==> src/rtl/perf_counter_pkg.sv <==
// Shared types and helpers for the performance-counter bank.
package perf_counter_pkg;

    localparam int MAX_NUM_CH = 16;
    localparam int MAX_CNT_W  = 64;

    typedef enum logic [1:0] {
        IDLE = 2'd0,
        RUN  = 2'd1,
        DONE = 2'd2
    } perf_state_e;

    function automatic logic [MAX_CNT_W-1:0] sat_inc(
        input logic [MAX_CNT_W-1:0] val,
        input logic [MAX_CNT_W-1:0] max_val
    );
        return (val >= max_val) ? val : val + 1'b1;
    endfunction

endpackage

==> src/rtl/perf_sat_counter.sv <==
// One saturating counter with clear, enable and a sticky overflow flag.
module perf_sat_counter
    import perf_counter_pkg::*;
#(
    parameter int CNT_W = 32
) (
    input  logic             clk_i,
    input  logic             rst_i,
    input  logic             clr_i,
    input  logic             en_i,
    output logic [CNT_W-1:0] cnt_o,
    output logic             ovf_o
);

    localparam logic [MAX_CNT_W-1:0] MAX_V = MAX_CNT_W'({CNT_W{1'b1}});

    logic [CNT_W-1:0] cnt_q, cnt_d;
    logic             ovf_q, ovf_d;

    always_comb begin
        cnt_d = cnt_q;
        ovf_d = ovf_q;
        if (clr_i) begin
            cnt_d = '0;
            ovf_d = 1'b0;
        end else if (en_i) begin
            // an attempt at the ceiling is the overflow event
            if (&cnt_q) ovf_d = 1'b1;
            cnt_d = CNT_W'(sat_inc(MAX_CNT_W'(cnt_q), MAX_V));
        end
    end

    always_ff @(posedge clk_i) begin
        if (rst_i) begin
            cnt_q <= '0;
            ovf_q <= 1'b0;
        end else begin
            cnt_q <= cnt_d;
            ovf_q <= ovf_d;
        end
    end

    assign cnt_o = cnt_q;
    assign ovf_o = ovf_q;

endmodule

==> src/rtl/perf_counter_bank.sv <==
// Cycle/event counter bank with a run-cycle budget.
// PERF_SNAPSHOT_EN adds snapshot registers that rd_data_o reads once captured.
module perf_counter_bank
    import perf_counter_pkg::*;
#(
    parameter int          NUM_CH     = 4,
    parameter int          CNT_W      = 32,
    parameter int unsigned MAX_CYCLES = 64,
    parameter int          SEL_W      = (NUM_CH > 1) ? $clog2(NUM_CH) : 1
) (
    input  logic              clk_i,
    input  logic              rst_i,
    input  logic              start_i,
    input  logic [NUM_CH-1:0] event_i,
    input  logic              clear_i,
    input  logic              snap_i,
    input  logic [SEL_W-1:0]  rd_sel_i,
    output logic [CNT_W-1:0]  rd_data_o,
    output logic [CNT_W-1:0]  cycle_o,
    output logic [NUM_CH-1:0] ovf_o,
    output logic              snap_valid_o,
    output logic              done_o
);

    perf_state_e state_q, state_d;

    logic                         cnt_en;
    logic                         last_cyc;
    logic [CNT_W-1:0]             cycle_cnt;
    logic [NUM_CH-1:0][CNT_W-1:0] ch_cnt;
    logic [CNT_W-1:0]             live_rd;

    always_comb begin
        cnt_en   = (state_q == RUN) && start_i;
        last_cyc = cnt_en && (MAX_CYCLES != 0) &&
                   (cycle_cnt == CNT_W'(MAX_CYCLES - 1));
        state_d  = state_q;
        unique case (state_q)
            IDLE:    if (start_i) state_d = RUN;
            RUN:     if (last_cyc) state_d = DONE;
            DONE:    state_d = DONE;
            default: state_d = IDLE;
        endcase
        if (clear_i) state_d = IDLE;
    end

    always_ff @(posedge clk_i) begin
        if (rst_i) state_q <= IDLE;
        else       state_q <= state_d;
    end

    perf_sat_counter #(.CNT_W(CNT_W)) u_cycle (
        .clk_i (clk_i),
        .rst_i (rst_i),
        .clr_i (clear_i),
        .en_i  (cnt_en),
        .cnt_o (cycle_cnt),
        .ovf_o ()
    );

    for (genvar k = 0; k < NUM_CH; k++) begin : g_ch
        perf_sat_counter #(.CNT_W(CNT_W)) u_ch (
            .clk_i (clk_i),
            .rst_i (rst_i),
            .clr_i (clear_i),
            .en_i  (cnt_en & event_i[k]),
            .cnt_o (ch_cnt[k]),
            .ovf_o (ovf_o[k])
        );
    end

    always_comb begin
        live_rd = '0;
        for (int k = 0; k < NUM_CH; k++) begin
            if (rd_sel_i == SEL_W'(k)) live_rd = ch_cnt[k];
        end
    end

`ifdef PERF_SNAPSHOT_EN
    logic [NUM_CH-1:0][CNT_W-1:0] snap_q, snap_d;
    logic                         snap_valid_q, snap_valid_d;
    logic [CNT_W-1:0]             snap_rd;

    always_comb begin
        snap_d       = snap_q;
        snap_valid_d = snap_valid_q;
        if (clear_i) begin
            snap_d       = '0;
            snap_valid_d = 1'b0;
        end else if (snap_i) begin
            snap_d       = ch_cnt;
            snap_valid_d = 1'b1;
        end
    end

    always_ff @(posedge clk_i) begin
        if (rst_i) begin
            snap_q       <= '0;
            snap_valid_q <= 1'b0;
        end else begin
            snap_q       <= snap_d;
            snap_valid_q <= snap_valid_d;
        end
    end

    always_comb begin
        snap_rd = '0;
        for (int k = 0; k < NUM_CH; k++) begin
            if (rd_sel_i == SEL_W'(k)) snap_rd = snap_q[k];
        end
    end

    assign rd_data_o    = snap_valid_q ? snap_rd : live_rd;
    assign snap_valid_o = snap_valid_q;
`else
    assign rd_data_o    = live_rd;
    assign snap_valid_o = 1'b0;
`endif

    assign cycle_o = cycle_cnt;
    assign done_o  = (state_q == DONE);

endmodule

==> config.mk <==
export PLATFORM = sky130hd
export DESIGN_NAME = perf_counter_bank
export DESIGN_NICKNAME = d
export VERILOG_FILES = /design/src/rtl/perf_counter_pkg.sv /design/src/rtl/perf_sat_counter.sv /design/src/rtl/perf_counter_bank.sv
export SDC_FILE = /design/constraint.sdc
export NUM_CORES = 1
export LEC_CHECK = 0
export BUFFER_PORTS_ARGS = -buffer_cell sky130_fd_sc_hd__buf_2
export CORE_ASPECT_RATIO = 1.4
export CORE_MARGIN = 5
export CORE_UTILIZATION = 40
export CTS_BUF_LIST = sky130_fd_sc_hd__clkbuf_8
export DETAILED_ROUTE_END_ITERATION = 7
export PLACE_DENSITY = 0.63
export SYNTH_ARGS = -nofsm -noshare
export SYNTH_HDL_FRONTEND = slang
export SYNTH_SLANG_ARGS = --single-unit
export TNS_END_PERCENT = 30
==> constraint.sdc <==
create_clock -name clk_i -period 3.05 [get_ports clk_i]
set_input_delay 0.61 -clock clk_i [delete_from_list [all_inputs] [get_ports clk_i]]
set_output_delay 0.61 -clock clk_i [all_outputs]
set_load 0.005 [all_outputs]
; After elaboration in Yosys (flattened, before gate mapping)
; Index checks and enable logic that the tools add are counted.
[classes]
n_reduce_logical = 15
n_bitwise = 9
n_eq_ne = 8
addsub = 5
n_mux = 7
order_cmp = 5
[op_table]
columns = cell, count
row1 = $add A32 B1 Y32 const B, 5
row2 = $ge A32 B32 Y1 const B, 5
row3 = $reduce_and A33 Y1, 4
row4 = $mux W32, 4
row5 = $eq A32 B6 Y1 const B, 1
row6 = $reduce_and A2 Y1, 6
row7 = $eq A2 B2 Y1 const B, 3
row8 = $pmux W2 S3, 1
row9 = $not A1 Y1, 5
row10 = $and A1 B1 Y1, 4
row11 = $eq A2 B1 Y1 const B, 2
row12 = $logic_not A2 Y1, 2
row13 = $mux W2, 2
row14 = $ne A2 B2 Y1 const B, 2
row15 = $logic_and A1 B1 Y1, 2
row16 = $reduce_or A2 Y1, 1
[totals]
out_inout_bits = 70
inputBits = 11
reg_bits = 166
wordCells = 59

; Longest topological paths before layout
; Gate-level depths: netlist of run 1.
[depth]
ltp_word = 5
ltp_mapped = 9
mapped_depth_nobuf = 7

; Cells and area by module
; From an unflattened synthesis of run 1, not the netlist that was laid out.
[unflattened]
hier_cells = 1118
hier_area_um2 = 9814.4
[by_module_without_submodules]
columns = mod, n_inst, area_each_um2, cells_per_inst
row1 = perf_sat_counter, 5, 1749.2, 208
row2 = perf_counter_bank, 1, 1068.5, 78

; Worst setup path after synthesis of run 1
; OpenSTA, ideal clock, no wires.
[synth_timing]
kind = in2out
startpoint = input port rd_sel_i[0]
endpoint = output port rd_data_o[11]
path_stages = 3
t_arrival_ps = 1985
path_slack_ps = 455
path_buffers = 2
cell_sequence = clkbuf_1 > buf_1 > mux4_1
[synth_via]
elab_chain_cells = 5
[synth_rtl]
columns = item, line_no
row1 = from (decl), perf_counter_bank.sv:17  ; input logic [SEL_W-1:0] rd_sel_i,
row2 = $logic_not A2 Y1, perf_counter_bank.sv:75  ; if (rd_sel_i == SEL_W'(k)) live_rd = ch_cnt[k];
row3 = $mux W32 (3 in a row), perf_counter_bank.sv:75
row4 = $mux W32 *, perf_counter_bank.sv:75
row5 = to (decl), perf_counter_bank.sv:18  ; output logic [CNT_W-1:0] rd_data_o,
; Mark *: on every way between the ends. The rest lies on a longest branch, timed or not.

; Final worst setup path of run 1
[layout_timing]
startpoint = register state_q[1]
endpoint = register g_ch[0].u_ch.cnt_q[31]
[layout_via]
elab_chain_cells = 4
[layout_rtl]
columns = item, line_no
row1 = from (decl), perf_counter_bank.sv:25  ; perf_state_e state_q, state_d;
row2 = from (signal assigned), perf_counter_bank.sv:49  ; else state_q <= state_d;
row3 = $eq A2 B1 Y1, perf_counter_bank.sv:34  ; cnt_en = (state_q == RUN) && start_i;
row4 = $logic_and A1 B1 Y1, perf_counter_bank.sv:34
row5 = $and A1 B1 Y1, perf_counter_bank.sv:66  ; .en_i (cnt_en & event_i[k]),
row6 = $reduce_and A2 Y1 (no line), --
row7 = to (signal assigned), perf_sat_counter.sv:38  ; cnt_q <= cnt_d;
row8 = to (decl), perf_sat_counter.sv:17  ; logic [CNT_W-1:0] cnt_q, cnt_d;
; Every way passes these cells.
; A chain may end at the register's enable or synchronous reset.

==> key figures, run 1 <==
Worst setup path
  • Worst-path cell chain: inv_1 > ha_1 > and3_1 > nand3_1 > or4_1 > or3_1 > a21oi_1
  • Crit path capture: g_ch[0].u_ch.cnt_o[31]$_SDFFE_PP0P_
  • Crit path depth: 7
  • Required @ worst endpoint: 3.45 ns
  • CP Launch Point: state_q[1]$_SDFFE_PP0P_
  • Max FO, Critical Path: 8
  • Max incr delay on CP: 0.73 ns
  • CP endpoint kind: flip-flop
  • Reg2Reg Capture Point: g_ch[0].u_ch.cnt_o[31]$_SDFFE_PP0P_
  • CP top delay family: simple AND/OR/NAND/NOR gates
  • Reg2Reg Setup Slack: 0.32 ns
  • Worst flop-to-flop path startpoint: state_q[1]$_SDFFE_PP0P_
  • WP data arrival: 3.13 ns
  • Critical Path Start Type: flip-flop
  • Buf/Inv on CP: 1
  • Setup CP Type: reg -> reg
  • Number of cells on the worst reg-to-reg path: 7
  • CP max-delay cell: or4_1

Logic synthesis
  • Top cells by area, synth: dfxtp_1, mux4_2, a21oi_1, or3_1, nand4_1
  • Sequential fraction of the synthesis area: 35.7%
  • Simple-gate share of the synthesized area: 29.9%
  • Number of flops mapped to enable cells by yosys: 0
  • Post-synth top area share: 35.7%
  • Leading area contributor after synthesis: dfxtp_1
  • Synthesized flop and latch total: 166
  • Post-synth top flop: dfxtp_1
  • Post-synth cell types: 60
  • Synth Area in Adders: 1.21%
  • Ys async rst share: 0%
  • Compound-Gate Fraction of Synth Area: 17.0%
  • Synth Warn #: 0
  • Syn Nets: 1,104
  • Post-Synth XOR/XNOR Area: 3.01%
  • Cells after synthesis: 1,084
  • Avg Cell Area, Syn: 8.60 um^2
  • Post-synthesis mux area share: 9.49%
  • Largest family of logic cells by synthesized area: simple AND/OR/NAND/NOR gates
  • Cell Area, Synth: 0.00932 mm^2

Placed design
  • Placed wire-length estimate: 20.3 mm
  • PortBufs: 78
  • Final Wtd Congestion: 0.896

Timing
  • Setup tns final: 0 ns
  • Max Clock Skew: 0.0184 ns
  • Unrepaired setup endpoints after global routing: no
  • Tmin final: 2.73 ns
  • Max Clk Rate: 366 MHz
  • Max-slew violations: 0
  • Relative slew slack: 46.2%
  • Fin crit share: 89.5%
  • Worst Tran Pin Value: 0.804 ns
  • Final setup fails: 0
  • Final Hold Viols: 0

Clocking
  • Reg clk slew, reported paths: 0.10 ns
  • # H-tree levels: 4
  • Setup bufs post-CTS: 0
  • Hold Buf Count CTS: 0
  • CTS Root Cell: clkbuf_8
  • CTS buffer count: 17
  • Clock sinks: 166
  • PostCTS Resize Cnt: 0
  • CTS tree: built
  • Max Root-Sink Buffers: 2
  • Worst-skew pair later-pin latency: 0.48 ns

Finish
  • Area grow syn2layout: 13.5%
  • Layout cells sized above 1: 17.6%
  • N_diodes: 0
  • Finished Core Util: 45.8%
  • Nets@finish: 1,170

Min path
  • Hold depth: 2
  • Worst min-delay path category: reg -> reg

Power and ir drop
  • Sw Pwr: 1.01 mW
  • Seq pwr share: 53.6%
  • Sw Ratio: 24.9%
  • Cell-internal power: 3.04 mW
  • PD cells: 383 mW/mm^2
  • Clock power share: 42.2%
  • Combinational power share: 4.2%
  • Pleak: 3.43 nW
  • VDD IR max: 0.322 mV

Die
  • Ports: 81
  • Num rows: 66
  • Core footprint: 0.0231 mm^2
  • Die H: 191 um
  • Die width: 139 um
  • Die Footprint: 0.0265 mm^2
  • Initial Utilization: 40.3%

Status
  • Status: complete, no violations

Global routing
  • Tot GR Track Use: 20.5%
  • Gr ovfl total: 0
  • Initial antenna violation count: 0
  • First-pass GRT wire length: 44.2 mm
  • Largest net degree at the start of global routing: 51
  • Vias in the first global route: 8,462

Routing
  • DR pass1 iterations: 5
  • Vias per inst: 6.13
  • DR WL/cell: 18.7 um
  • Routed via count: 8,999
  • Residual DRC: 0
  • Detailed router's first-iteration violation count: 632
  • Post-DRT Antenna Nets: 0
  • Final WL: 27.5 mm

Run
  • Number of max-cap violations: 0
tightest hold or removal path, delay by kind of cell, from the launching register on:
| family | cells | cell delay [ns] |
|---|---|---|
| simple gates | 1 | 0.07 |
| flops | 1 | 0.34 |
| compound gates | 1 | 0.04 |
kinds of logic (layout without fill, tap and decap cells):
family	count (synthesis)	count (layout)
AND/OR/NAND/NOR	490	490
AO/OA/AOI/OAI	253	253
flip-flops	166	166
buffers and inverters	85	163
multiplexers	48	48
XOR/XNOR	32	32
adder cells (fa/ha/maj)	9	9
other	1	1
layer usage:
| layer | track usage (%) | wire, um | vias to the layer above |
|---|---|---|---|
| li1 | - | - | 4348 |
| met1 | 23.6 | 11100 | 4365 |
| met2 | 37.1 | 13900 | 231 |
| met3 | 2.86 | 1150 | 55 |
| met4 | 10.1 | 1230 | 0 |
| met5 | 0 | 0 | - |
per-stage QoR:
stage / setup WS, ns / cells / total power, mW / instance area (um^2) / hold WS, ns
4_1_cts: 0.298 / 1468 / 4.09 / 10600 / 0.490
5_1_grt: 0.122 / 1468 / 4.18 / 10600 / 0.513
2_1_floorplan: 0.455 / 1084 / 2.32 / 9320 / 0.438
6_report: 0.319 / 1468 / 4.05 / 10600 / 0.485
3_5_place_dp: 0.350 / 1437 / 2.39 / 10200 / 0.460
3_3_place_gp: 0.378 / 1437 / 2.39 / 10200 / 0.457
layout make-up:
class                      instances  area (um^2)
clock buffer                      17          234
clock inverter                    14          178
fill                            2328        12500
inverter                          16         60.1
multi-input combinational        833         5680
sequential                       166         3320
tap                              306          383
timing repair buffer             116          726
synthesized netlist by cell type, drive strengths merged (7+ instances only):
| cell type | instances |
|---|---|
| inv | 16 |
| mux2i | 16 |
| o211ai | 10 |
| a31o | 7 |
| a31oi | 13 |
| nand3 | 56 |
| ha | 9 |
| nand4 | 57 |
| buf | 14 |
| dfxtp | 166 |
| or4 | 47 |
| nor3 | 15 |
| and3 | 19 |
| nand2 | 81 |
| nor2 | 72 |
| clkbuf | 55 |
| xor2 | 9 |
| xnor2 | 23 |
| nor4 | 25 |
| mux4 | 32 |
| and2 | 9 |
| a41o | 9 |
| o31ai | 39 |
| a211oi | 7 |
| a21oi | 93 |
| o21ai | 54 |
| or3 | 65 |
| and4 | 22 |
power by group through the flow:
stage | Combinational (mW) | Clock, mW | Sequential, mW
3_5_place_dp | 0.171 | 0 | 2.22
6_report | 0.170 | 1.71 | 2.17
5_1_grt | 0.185 | 1.83 | 2.17
3_3_place_gp | 0.169 | 0 | 2.22
2_1_floorplan | 0.104 | 0 | 2.22
4_1_cts | 0.171 | 1.74 | 2.17
flip-flops by register name (all words and copies together) (netlist names):
signal and count:
state_q 2, g_ch.u_ch.ovf_o 4, u_cycle.cnt_o 32, g_ch.u_ch.cnt_o 128
how the worst min path moves through the flow:
stage | start | slack (ns) | endpoint
after global routing | g_ch[0].u_ch.ovf_o$_SDFFE_PP0P_ | 0.51 | g_ch[0].u_ch.ovf_o$_SDFFE_PP0P_
after global placement | g_ch[2].u_ch.ovf_o$_SDFFE_PP0P_ | 0.46 | g_ch[2].u_ch.ovf_o$_SDFFE_PP0P_
after CTS | g_ch[3].u_ch.cnt_o[21]$_SDFFE_PP0P_ | 0.49 | g_ch[3].u_ch.cnt_o[21]$_SDFFE_PP0P_
after detailed placement | g_ch[2].u_ch.ovf_o$_SDFFE_PP0P_ | 0.46 | g_ch[2].u_ch.ovf_o$_SDFFE_PP0P_
after floorplan | g_ch[1].u_ch.ovf_o$_SDFFE_PP0P_ | 0.44 | g_ch[1].u_ch.ovf_o$_SDFFE_PP0P_
final | g_ch[2].u_ch.ovf_o$_SDFFE_PP0P_ | 0.49 | g_ch[2].u_ch.ovf_o$_SDFFE_PP0P_
layout by cell type (no fill, tap or decap), types with 4 or more instances in the layout:
cell type	n
dfxtp_1	166
nor3_1	15
o21ai_0	53
buf_12	4
clkbuf_8	17
nor2_1	71
nand2_1	81
a31o_2	7
o211ai_1	10
a31oi_1	13
mux2i_1	16
nor3b_1	4
buf_4	34
and2_1	9
a211oi_1	7
or2_2	5
or4_1	44
nand4_1	55
ha_1	9
a41o_1	9
a21oi_1	93
and4_1	22
buf_2	78
clkinvlp_4	5
nor4_1	24
and3_1	19
o31ai_1	39
inv_1	17
mux4_2	31
xor2_1	9
or3_1	63
nand3_1	55
xnor2_1	23
No activity file was read; power rests on OpenSTA's default activity.
==> run 2: changes to the inputs <==
--- a/config.mk
+++ b/config.mk
@@ -7,3 +7,3 @@
 export LEC_CHECK = 0
-export BUFFER_PORTS_ARGS = -buffer_cell sky130_fd_sc_hd__buf_2
+export BUFFER_PORTS_ARGS = -buffer_cell sky130_fd_sc_hd__clkbuf_2
 export CORE_ASPECT_RATIO = 1.4
@@ -11,3 +11,2 @@
 export CORE_UTILIZATION = 40
-export CTS_BUF_LIST = sky130_fd_sc_hd__clkbuf_8
 export DETAILED_ROUTE_END_ITERATION = 7
==> constraint.sdc (replaced) <==
create_clock -name clk_i -period 3.05 [get_ports clk_i]
set_input_delay 0.305 -clock clk_i [delete_from_list [all_inputs] [get_ports clk_i]]
set_output_delay 0.305 -clock clk_i [all_outputs]
set_load 0.005 [all_outputs]
==> run 2 against run 1 <==
  * Sequential power about the same
  * Routed wire length is 0.12% higher
  * Non-clock buffer count decreased by 5
  * First-iteration DRC count is 14% lower
  * Utilization rose by 0.45 points
  * Maximum frequency fell by 0.18%
  * Hold slack worse by 0.13 ns
  * Clock power is 25% higher
==> key figures, run 2 (synthesized netlist as in run 1, its figures left out) <==
Worst setup path
  • Required @ worst endpoint: 3.40 ns
  • CP endpoint kind: flip-flop
  • WP data arrival: 3.09 ns
  • Max FO, Critical Path: 8
  • Setup CP Type: reg -> reg
  • Critical Path Start Type: flip-flop

Timing
  • Fin crit share: 89.7%
  • Tmin final: 2.74 ns
  • Max Clock Skew: 0.0113 ns
  • Max-slew violations: 0
  • Worst Tran Pin Value: 0.796 ns
  • Relative slew slack: 46.9%
  • Unrepaired setup endpoints after global routing: no
  • Max Clk Rate: 366 MHz
  • Final Hold Viols: 0
  • Setup tns final: 0 ns
  • Final setup fails: 0

Routing
  • Residual DRC: 0
  • Routed via count: 8,887
  • DR pass1 iterations: 5
  • Detailed router's first-iteration violation count: 541
  • Metal2 WL: 14.3 mm
  • DR WL/cell: 18.8 um
  • Top sig layer: met4
  • Met1 WL: 11.1 mm
  • Vias per inst: 6.07
  • Final WL: 27.5 mm
  • Wire length on met3: 1.05 mm
  • Post-DRT Antenna Nets: 0

Global routing
  • Largest net degree at the start of global routing: 65
  • Vias in the first global route: 8,211
  • Tot GR Track Use: 20.3%
  • Initial antenna violation count: 0
  • Gr ovfl total: 0
  • First-pass GRT wire length: 43.4 mm

Clocking
  • PostCTS Resize Cnt: 0
  • Reg clk slew, reported paths: 0.07 ns
  • Setup bufs post-CTS: 0
  • Max Root-Sink Buffers: 2
  • Worst-skew pair later-pin latency: 0.44 ns
  • # H-tree levels: 4
  • CTS Root Cell: clkbuf_16
  • CTS buffer count: 17
  • Clock sinks: 166
  • CTS tree: built
  • Hold Buf Count CTS: 0

Status
  • Status: complete, no violations

Placed design
  • Final Wtd Congestion: 0.901
  • Placed wire-length estimate: 20.1 mm
  • PortBufs: 78

Finish
  • Layout cells sized above 1: 17.2%
  • Filler cells: 2,275
  • Commonest non-fill, non-tap cell in the layout: dfxtp_1
  • Largest register FFs: 128
  • Nets@finish: 1,165
  • N_diodes: 0
  • Area grow syn2layout: 14.6%
  • Commonest cells after routing, fill and taps aside: dfxtp_1, a21oi_1, nand2_1

Die
  • Die width: 139 um
  • Core footprint: 0.0231 mm^2
  • Num rows: 66
  • Ports: 81
  • Die Footprint: 0.0265 mm^2
  • Initial Utilization: 40.3%
  • Die H: 191 um

Power and ir drop
  • Pleak: 3.41 nW
  • Total power: 4.47 mW
  • PD cells: 418 mW/mm^2
  • VDD IR max: 0.380 mV

Min path
  • Worst min-delay path category: in -> reg

Run
  • Number of max-cap violations: 0
==> run 2: changes by cell type in the layout (fill, tap and decap cells not counted), moves of 3 or more <==
cell | previous run | this run
buf_4 | 34 | 31
clkbuf_1 | 0 | 3
buf_2 | 78 | 0
clkbuf_16 | 0 | 17
clkbuf_8 | 17 | 1
clkbuf_2 | 0 | 78
==> run 2: cell type report <==
class	instances	area [um^2]	share of cell area (%)
clock inverter	11	128	1.19
tap	306	383	3.58
inverter	16	60.1	0.562
timing repair buffer	111	663	6.21
sequential	166	3320	31.1
clock buffer	21	450	4.22
multi-input combinational	833	5680	53.1
==> run 2: final timing paths <==
kind                                    from                                  end  slack [ns]  depth (start not counted)
max                  state_q[1]$_SDFFE_PP0P_  g_ch[0].u_ch.cnt_o[29]$_SDFFE_PP0P_        0.31                          7
min                               event_i[1]  g_ch[1].u_ch.cnt_o[12]$_SDFFE_PP0P_        0.35                          5
max reg2reg          state_q[1]$_SDFFE_PP0P_  g_ch[0].u_ch.cnt_o[29]$_SDFFE_PP0P_        0.31                          7
min reg2reg  g_ch[0].u_ch.ovf_o$_SDFFE_PP0P_      g_ch[0].u_ch.ovf_o$_SDFFE_PP0P_        0.50                          1
==> run 2: power by group <==
group,switching [mW],internal (mW),leakage (nW)
registers,0.00190,2.17,1.34
clock network,0.907,1.23,0.273
logic,0.108,0.0525,1.80
==> run 2: metrics by stage <==
step	instance area, um^2	hold WS (ns)	utilization (%)	setup slack, ns	cells
3_3_place_gp	10100	0.464	43.7	0.414	1432
3_5_place_dp	10100	0.478	43.7	0.366	1432
2_1_floorplan	9320	0.438	-	0.561	1084
6_report	10700	0.352	46.2	0.314	1464
4_1_cts	10700	0.334	46.2	0.318	1464
5_1_grt	10700	0.361	46.2	0.122	1464
==> run 2: worst max-delay path, cell delays in order (launching register included) <==
cell and delay, ns:
dfxtp_1 0.31, inv_1 0.11, ha_1 0.45, and3_1 0.25
nand3_1 0.24, or4_1 0.74, or3_1 0.38, a21oi_1 0.16
==> run 2: routing by layer <==
| metal | global-route usage (%) | vias up |
|---|---|---|
| met5 | 0 | - |
| met1 | 23.3 | 4306 |
| li1 | - | 4318 |
| met2 | 37.6 | 211 |
| met4 | 8.85 | 0 |
| met3 | 2.94 | 52 |
